===== config.mk =====
export PLATFORM = sky130hd
export DESIGN_NAME = calc_cmd_sequencer
export DESIGN_NICKNAME = d
export VERILOG_FILES = /design/src/rtl/calc_cmd_sequencer.sv
export SDC_FILE = /design/constraint.sdc
export NUM_CORES = 1
export LEC_CHECK = 0
export CORE_MARGIN = 3
export CORE_UTILIZATION = 40
export CTS_CLUSTER_DIAMETER = 150
export CTS_CLUSTER_SIZE = 24
export DETAILED_ROUTE_END_ITERATION = 8
export MAX_ROUTING_LAYER = met4
export PLACE_DENSITY = 0.6
export SLEW_MARGIN = 20
export SYNTH_ARGS = -nofsm -noshare
export SYNTH_HDL_FRONTEND = slang
export SYNTH_SLANG_ARGS = --single-unit

===== constraint.sdc =====
create_clock -name clk -period 2.95 [get_ports clk]
set_input_delay 0.295 -clock clk [delete_from_list [all_inputs] [get_ports clk]]
set_output_delay 0.295 -clock clk [all_outputs]
set_load 0.02 [all_outputs]

===== src/rtl/calc_cmd_sequencer.sv =====
// Host-side command driver for the queue calculator: buffers instruction words
// in a FIFO and replays them as in/op/apply strobes, halting on a calculator error.
module calc_cmd_sequencer #(
    parameter int DEPTH  = 8,
    parameter int SETTLE = 1
) (
    input  logic                     clk,
    input  logic                     rst,
    input  logic                     cmd_valid,
    input  logic [11:0]              cmd_data,
    output logic                     cmd_ready,
    output logic [7:0]               calc_in,
    output logic [2:0]               calc_op,
    output logic                     calc_apply,
    input  logic [7:0]               calc_tail,
    input  logic                     calc_empty,
    input  logic                     calc_err,
    output logic                     res_valid,
    output logic [7:0]               res_data,
    output logic                     res_empty,
    output logic                     halted,
    input  logic                     clear,
    output logic [7:0]               issued,
    output logic [$clog2(DEPTH):0]   fifo_count
);

    localparam int AW = $clog2(DEPTH);
    localparam int CW = AW + 1;
    localparam int WW = (SETTLE > 1) ? $clog2(SETTLE) : 1;

    typedef enum logic [2:0] {
        IDLE,
        ISSUE,
        WAIT,
        READ,
        HALT
    } state_t;

    state_t         state_q;
    logic [WW-1:0]  wait_q;
    logic [7:0]     calc_in_q;
    logic [2:0]     calc_op_q;
    logic           calc_apply_q;
    logic           res_valid_q;
    logic [7:0]     res_data_q;
    logic           res_empty_q;
    logic           halted_q;
    logic [7:0]     issued_q;

    logic [11:0]    mem_q [DEPTH];
    logic [AW-1:0]  wr_ptr_q, wr_ptr_d;
    logic [AW-1:0]  rd_ptr_q, rd_ptr_d;
    logic [CW-1:0]  count_q, count_d;

    logic           push;
    logic           pop;
    logic           flush;
    logic [11:0]    head;

    // Ready is gated by rst so nothing is accepted while the block is held in reset.
    assign cmd_ready = rst && (count_q < CW'(DEPTH)) && !halted_q;
    assign push      = cmd_valid && cmd_ready;
    assign pop       = (state_q == IDLE) && (count_q != '0);
    assign flush     = (state_q == HALT) && clear;
    assign head      = mem_q[rd_ptr_q];

    always_comb begin
        wr_ptr_d = wr_ptr_q;
        rd_ptr_d = rd_ptr_q;
        count_d  = count_q;
        if (flush) begin
            wr_ptr_d = '0;
            rd_ptr_d = '0;
            count_d  = '0;
        end else begin
            if (push) begin
                wr_ptr_d = wr_ptr_q + AW'(1);
            end
            if (pop) begin
                rd_ptr_d = rd_ptr_q + AW'(1);
            end
            count_d = count_q + CW'(push) - CW'(pop);
        end
    end

    always_ff @(posedge clk) begin
        if (!rst) begin
            wr_ptr_q <= '0;
            rd_ptr_q <= '0;
            count_q  <= '0;
        end else begin
            wr_ptr_q <= wr_ptr_d;
            rd_ptr_q <= rd_ptr_d;
            count_q  <= count_d;
        end
    end

    always_ff @(posedge clk) begin
        if (push) begin
            mem_q[wr_ptr_q] <= cmd_data;
        end
    end

    // Outputs are loaded on the transition into a state so they are valid during it.
    always_ff @(posedge clk) begin
        if (!rst) begin
            state_q      <= IDLE;
            wait_q       <= '0;
            calc_in_q    <= '0;
            calc_op_q    <= '0;
            calc_apply_q <= 1'b0;
            res_valid_q  <= 1'b0;
            res_data_q   <= '0;
            res_empty_q  <= 1'b0;
            halted_q     <= 1'b0;
            issued_q     <= '0;
        end else begin
            calc_apply_q <= 1'b0;
            res_valid_q  <= 1'b0;
            unique case (state_q)
                IDLE: begin
                    if (pop) begin
                        if (head[11]) begin
                            state_q <= READ;
                        end else begin
                            state_q      <= ISSUE;
                            calc_apply_q <= 1'b1;
                            calc_in_q    <= head[7:0];
                            calc_op_q    <= head[10:8];
                            issued_q     <= issued_q + 8'd1;
                        end
                    end
                end
                ISSUE: begin
                    state_q <= WAIT;
                    wait_q  <= WW'(SETTLE - 1);
                end
                WAIT: begin
                    if (wait_q == '0) begin
                        if (calc_err) begin
                            state_q  <= HALT;
                            halted_q <= 1'b1;
                        end else begin
                            state_q <= IDLE;
                        end
                    end else begin
                        wait_q <= wait_q - WW'(1);
                    end
                end
                READ: begin
                    res_data_q  <= calc_tail;
                    res_empty_q <= calc_empty;
                    res_valid_q <= 1'b1;
                    state_q     <= IDLE;
                end
                HALT: begin
                    if (clear) begin
                        halted_q <= 1'b0;
                        state_q  <= IDLE;
                    end
                end
                default: begin
                    state_q <= IDLE;
                end
            endcase
        end
    end

    assign calc_in    = calc_in_q;
    assign calc_op    = calc_op_q;
    assign calc_apply = calc_apply_q;
    assign res_valid  = res_valid_q;
    assign res_data   = res_data_q;
    assign res_empty  = res_empty_q;
    assign halted     = halted_q;
    assign issued     = issued_q;
    assign fifo_count = count_q;

endmodule

# Yosys cells after proc, flatten, opt, wreduce, memory -nomap -nowiden
# Memories as Yosys holds them, arrays and structs flattened. A register that Yosys moved wholly into a read port is not among the register bits.
# Index checks and enable logic that the tools add are counted.
# Widths: inputs -> output; s select.
op_classes:
  add_sub_neg: 6
  order_cmp: 1
  eq_ne: 8
  n_mux: 18
  bitwise_logic: 2
  reduce_logical: 15
ops:
  columns: ["cell", "n"]
  rows:
  - ["$mux 3", 6]
  - ["$pmux 3 s4", 1]
  - ["$reduce_and 3->1", 3]
  - ["$add 8x1->8 const B", 1]
  - ["$mux 1", 8]
  - ["$ne 2x2->1 const B", 4]
  - ["$add 3x1->3 const B", 2]
  - ["$eq 3x2->1 const B", 2]
  - ["$logic_and 1x1->1", 5]
  - ["$add 4x1->4", 1]
  - ["$lt 4x4->1 const B", 1]
  - ["$pmux 1 s2", 2]
  - ["$reduce_and 4->1", 1]
  - ["$reduce_bool 2->1", 2]
  - ["$reduce_bool 4->1", 1]
  - ["$sub 4x1->4", 1]
  - ["$eq 3x1->1 const B", 1]
  - ["$eq 3x3->1 const B", 1]
  - ["$logic_not 3->1", 1]
  - ["$mux 2", 1]
  - ["$not 1->1", 2]
  - ["$reduce_or 2->1", 1]
  - ["$logic_not 1->1", 1]
  - ["$sub 1x1->1 const B", 1]
word_totals:
  register_bits: 45
  ramBits: 96
  out_inout_bits: 36
  wordCells: 64
  mem_count: 1
mem_list:
  columns: ["name", "depth", "width", "read_ports", "rd_clocked_by_memory_dff", "write_ports", "line_no", "text"]
  rows:
  - ["mem_q", 8, 12, 1, 1, 1, "50", "logic [11:0] mem_q [DEPTH];"]

# Longest topological paths before layout
depth:
  word_depth: 6
  mapped_depth: 13
  mapped_depth_nobuf: 12

# Worst setup path after synthesis
# Ideal clock, no wire load.
synth_path:
  path_kind: "register -> register"
  startpoint: "reg count_q[2], in the netlist fifo_count[2]"
  endpoint: "reg count_q[2], in the netlist fifo_count[2]"
  arrival_time_ns: 2.557
  required_ns: 2.826
  slack_ns: 0.269
  path_stages_with_launch: 14
  path_buffers: 1
  synth_period_minus_slack_ns: 2.681
  path_cell_list: "dfxtp_1 > inv_1 > ha_1 > or3b_2 > nand2_1 > inv_1 > clkbuf_1 > ha_1 > inv_1 > ha_1 > inv_1 > fa_1 > xor2_1 > nor2_1"
synth_via:
  elab_chain_len: 6
  elab_cells_between_ends: 8
  cone_classes: "add/sub (2); order compare (1); reduce/logical (5)"
synth_lines:
  columns: ["item", "line_no", "text"]
  rows:
  - ["start: declaration", "53", "logic [CW-1:0] count_q, count_d;"]
  - ["start signal: assignment", "94", "count_q <= count_d;"]
  - ["$lt 4x4->1", "61", "assign cmd_ready = rst && (count_q < CW'(DEPTH)) && !halted_q;"]
  - ["$logic_and 1x1->1 (2 in a row)", "61", null]
  - ["$logic_and 1x1->1", "62", "assign push = cmd_valid && cmd_ready;"]
  - ["$add 4x1->4", "82", "count_d = count_q + CW'(push) - CW'(pop);"]
  - ["$sub 4x1->4 (*)", "82", null]
# Every way passes the cells marked *; elsewhere a longest branch is shown, timed or not.
# A chain may end at the register's enable or synchronous reset.

==> run summary <==
================================================================================
Result of the run ................................................. finished clean
Worst slew slack as a fraction of its limit .......................        40.1%
Final critical-path setup slack ...................................     0.470 ns
Share of async-settable or async-resettable flops after synthesis .           0%
Overall track demand over capacity in global routing ..............        15.5%
Setup repair after global routing missed its margin ...............        false
Final number of hold-violating endpoints ..........................            0
Number of diodes added for antenna fixing .........................            0
Post-synthesis cell count .........................................          366
# nets final ......................................................          479
Number of sinks on the clock net ..................................          143
Core area .........................................................   13,500 um2
Effective utilization at floorplan ................................        41.6%
Synthesized cell area .............................................     5620 um2
Height of the die .................................................       124 um
Number of buffers added by the clock tree synthesis step ..........           17
Number of pins with negative max-slew slack in the final report ...            0
Count of hold buffers inserted by post-cts repair .................            0
Antenna Violating Nets Remaining ..................................            0
Via-to-Cell Ratio .................................................         5.15
Detailed Place HPWL ...............................................      6970 um
Area of the die ...................................................   15,500 um2
Total setup violations reported at the end of the flow ............            0
Remaining Overflow, GRT ...........................................            0
Slew at the pin with the worst max-slew slack .....................     0.898 ns
Critical path data required time ..................................      3.28 ns
Min Clock Period, post-route ......................................      2.48 ns
Crit path launch type .............................................         flop
Setup tns final ...................................................         0 ns
Synth cell count leaders .......................................... 96 x sky130_fd_sc_hd__edfxtp_1, 47 x sky130_fd_sc_hd__dfxtp_1, 25 x sky130_fd_sc_hd__nor2_1
Skew-Pair Late Insertion Delay ....................................      0.41 ns
Library cell with the largest summed area after synthesis ......... sky130_fd_sc_hd__edfxtp_1
Clock Tree Root ................................................... sky130_fd_sc_hd__clkbuf_16
Number of buffers added on ports ..................................           61
Worst clock skew ..................................................   0.00701 ns
Data arrival at the endpoint of the critical path .................      2.81 ns
CTS tree ..........................................................          yes
Antenna violations before repair ..................................            0
Reg2Reg Capture Point ............................................. issued[6]$_SDFFE_PN0P_
Total wire length .................................................    10,900 um
1st-pass router iterations ........................................            4
Leading post-synthesis cells by cell area ......................... sky130_fd_sc_hd__edfxtp_1 51%, sky130_fd_sc_hd__dfxtp_1 17%, sky130_fd_sc_hd__mux4_2 9.6%
CTS Buffer Depth ..................................................            2
Cell leakage power ................................................      2.41 nW
Period Utilization, post-route ....................................        84.1%
H-tree depth ......................................................            4
Peak supply drop ..................................................     0.385 mV
Highest fanout seen on the critical path ..........................           26
Die Width .........................................................       124 um
Number of cells traversed by the worst register-to-register path ..            4
Worst Hold Launch ................................................. calc_in[1]$_SDFFE_PN0P_
Placement-stage worst setup slack .................................     0.372 ns
Final Wtd Congestion ..............................................        0.764
Synth unique cells ................................................           39
Worst setup path category ......................................... flop to flop
Ys flop type ...................................................... sky130_fd_sc_hd__edfxtp_1
Setup slack of the worst register-to-register path ................      0.47 ns
Element type at the critical path end .............................         flop
Share of post-route cells with drive strength above 1 .............        18.2%
Highest clock frequency the design can meet .......................    0.403 GHz
Largest net degree at the start of global routing .................           30
Mean Syn Cell Area ................................................     15.3 um2
Total I/O pin count ...............................................           62
Max cap viols .....................................................            0
Most common cell in the netlist ................................... sky130_fd_sc_hd__edfxtp_1
Synthesized net count .............................................          401
Post-cts gate resize count ........................................            0
Vias in the first global route ....................................        3,295
Routed length per instance ........................................      17.3 um
Area added between synthesis and finish ...........................        25.6%
Number of buffers added for setup after CTS .......................            0
Area fraction of the dominant cell type after synthesis ...........        51.3%
Global-route wire length before repair ............................    18,000 um
Reg clk slew, reported paths ......................................      0.06 ns
Synth warn ........................................................            0
Power Dens Cells ..................................................   874 nW/um2
Overall via count from detail_route ...............................        3,262
Post-synth EDFFs ..................................................           96
Site row count ....................................................           42
Share of synthesized area occupied by flip-flops and latches ......        68.1%
Endpoint of the worst setup timing path ........................... issued[6]$_SDFFE_PN0P_
Flops & latches, synth ............................................          143
Hold/Removal Path Class ........................................... flop to flop
WHS ...............................................................     0.477 ns
DRC Markers .......................................................            0
Initial DRC Count .................................................          270
================================================================================
[critical path: stages, from the launching register on]
cell and delay [ns]:
sky130_fd_sc_hd__dfxtp_1 0.63, sky130_fd_sc_hd__mux2_1 0.38, sky130_fd_sc_hd__mux4_2 0.69, sky130_fd_sc_hd__or4b_1 0.53
sky130_fd_sc_hd__a21oi_1 0.15
[layer usage]
layer / vias up / track usage [%] / wire [um] / part of all wire (%)
met1: 1602 / 20.1 / 5090 / 47
met4: 0 / 5.03 / 119 / 1.1
met3: 13 / 4.46 / 590 / 5.4
li1: 1548 / - / - / -
met2: 99 / 23.6 / 5130 / 47
met5: - / - / 0 / 0
[kinds of logic after synthesis]
group	count (synthesis)	synth area share, %
DFF	143	68.1
and+or+nand+nor	85	7.55
muxes	54	15.4
AOI/OAI and AO/OA	42	3.99
buffers and inverters	28	2.07
adders and majority gates	9	2.14
xor gates and xnor gates	5	0.780
[per-stage QoR]
step,area [um2],power (W),std cells,utilization [%]
5_1_grt,7050,0.00652,633,52.2
3_5_place_dp,6490,0.00423,601,48.1
6_report,7050,0.00617,633,52.2
3_3_place_gp,6490,0.00422,601,48.1
2_1_floorplan,5620,0.00364,366,-
4_1_cts,7050,0.00624,633,52.2
[state kept, by name (all words and copies together), names as in the netlist, 3 cells and up, named ones only]
name / count
calc_op: 3
res_data: 8
mem_q: 96
issued: 8
wr_ptr_q: 3
rd_ptr_q: 3
fifo_count: 4
calc_in: 8
state_q: 3
[layout make-up]
type | count | area [um2]
Clock buffer | 26 | 500
Sequential cell | 143 | 3820
Inverter | 9 | 33.8
Clock inverter | 6 | 61.3
Multi-Input combinational cell | 195 | 1680
Fill cell | 1137 | 6450
Timing Repair Buffer | 78 | 738
Tap cell | 176 | 220
[report_power, final]
part / internal [W] / switching [W] / total, W
clock network: 0.00125 / 0.000739 / 0.00199
logic: 0.000812 / 0.000889 / 0.00170
registers: 0.00233 / 0.000147 / 0.00248
[worst min-delay path by stage]
| stage | to | slack (ns) | cells after the start |
|---|---|---|---|
| final | calc_in[1]$_SDFFE_PN0P_ | 0.48 | 2 |
| after global routing | calc_op[1]$_SDFFE_PN0P_ | 0.50 | 2 |
| after CTS | calc_op[1]$_SDFFE_PN0P_ | 0.48 | 2 |
| after detailed placement | calc_op[1]$_SDFFE_PN0P_ | 0.47 | 2 |
| after global placement | calc_op[1]$_SDFFE_PN0P_ | 0.46 | 2 |
| after floorplan | mem_q[0][0]$_DFFE_PP_ | 0.39 | 0 |
[cells in the final DEF, fill, tap and decap left out, types with 16 or more instances in the layout]
master,n
sky130_fd_sc_hd__mux4_2,24
sky130_fd_sc_hd__buf_4,17
sky130_fd_sc_hd__nor2_1,25
sky130_fd_sc_hd__dfxtp_1,47
sky130_fd_sc_hd__clkdlybuf4s50_1,61
sky130_fd_sc_hd__nand2_1,16
sky130_fd_sc_hd__nand3_1,17
sky130_fd_sc_hd__edfxtp_1,96
sky130_fd_sc_hd__clkbuf_16,17
sky130_fd_sc_hd__a21oi_1,22
No activity file was read; power rests on OpenSTA's default activity.
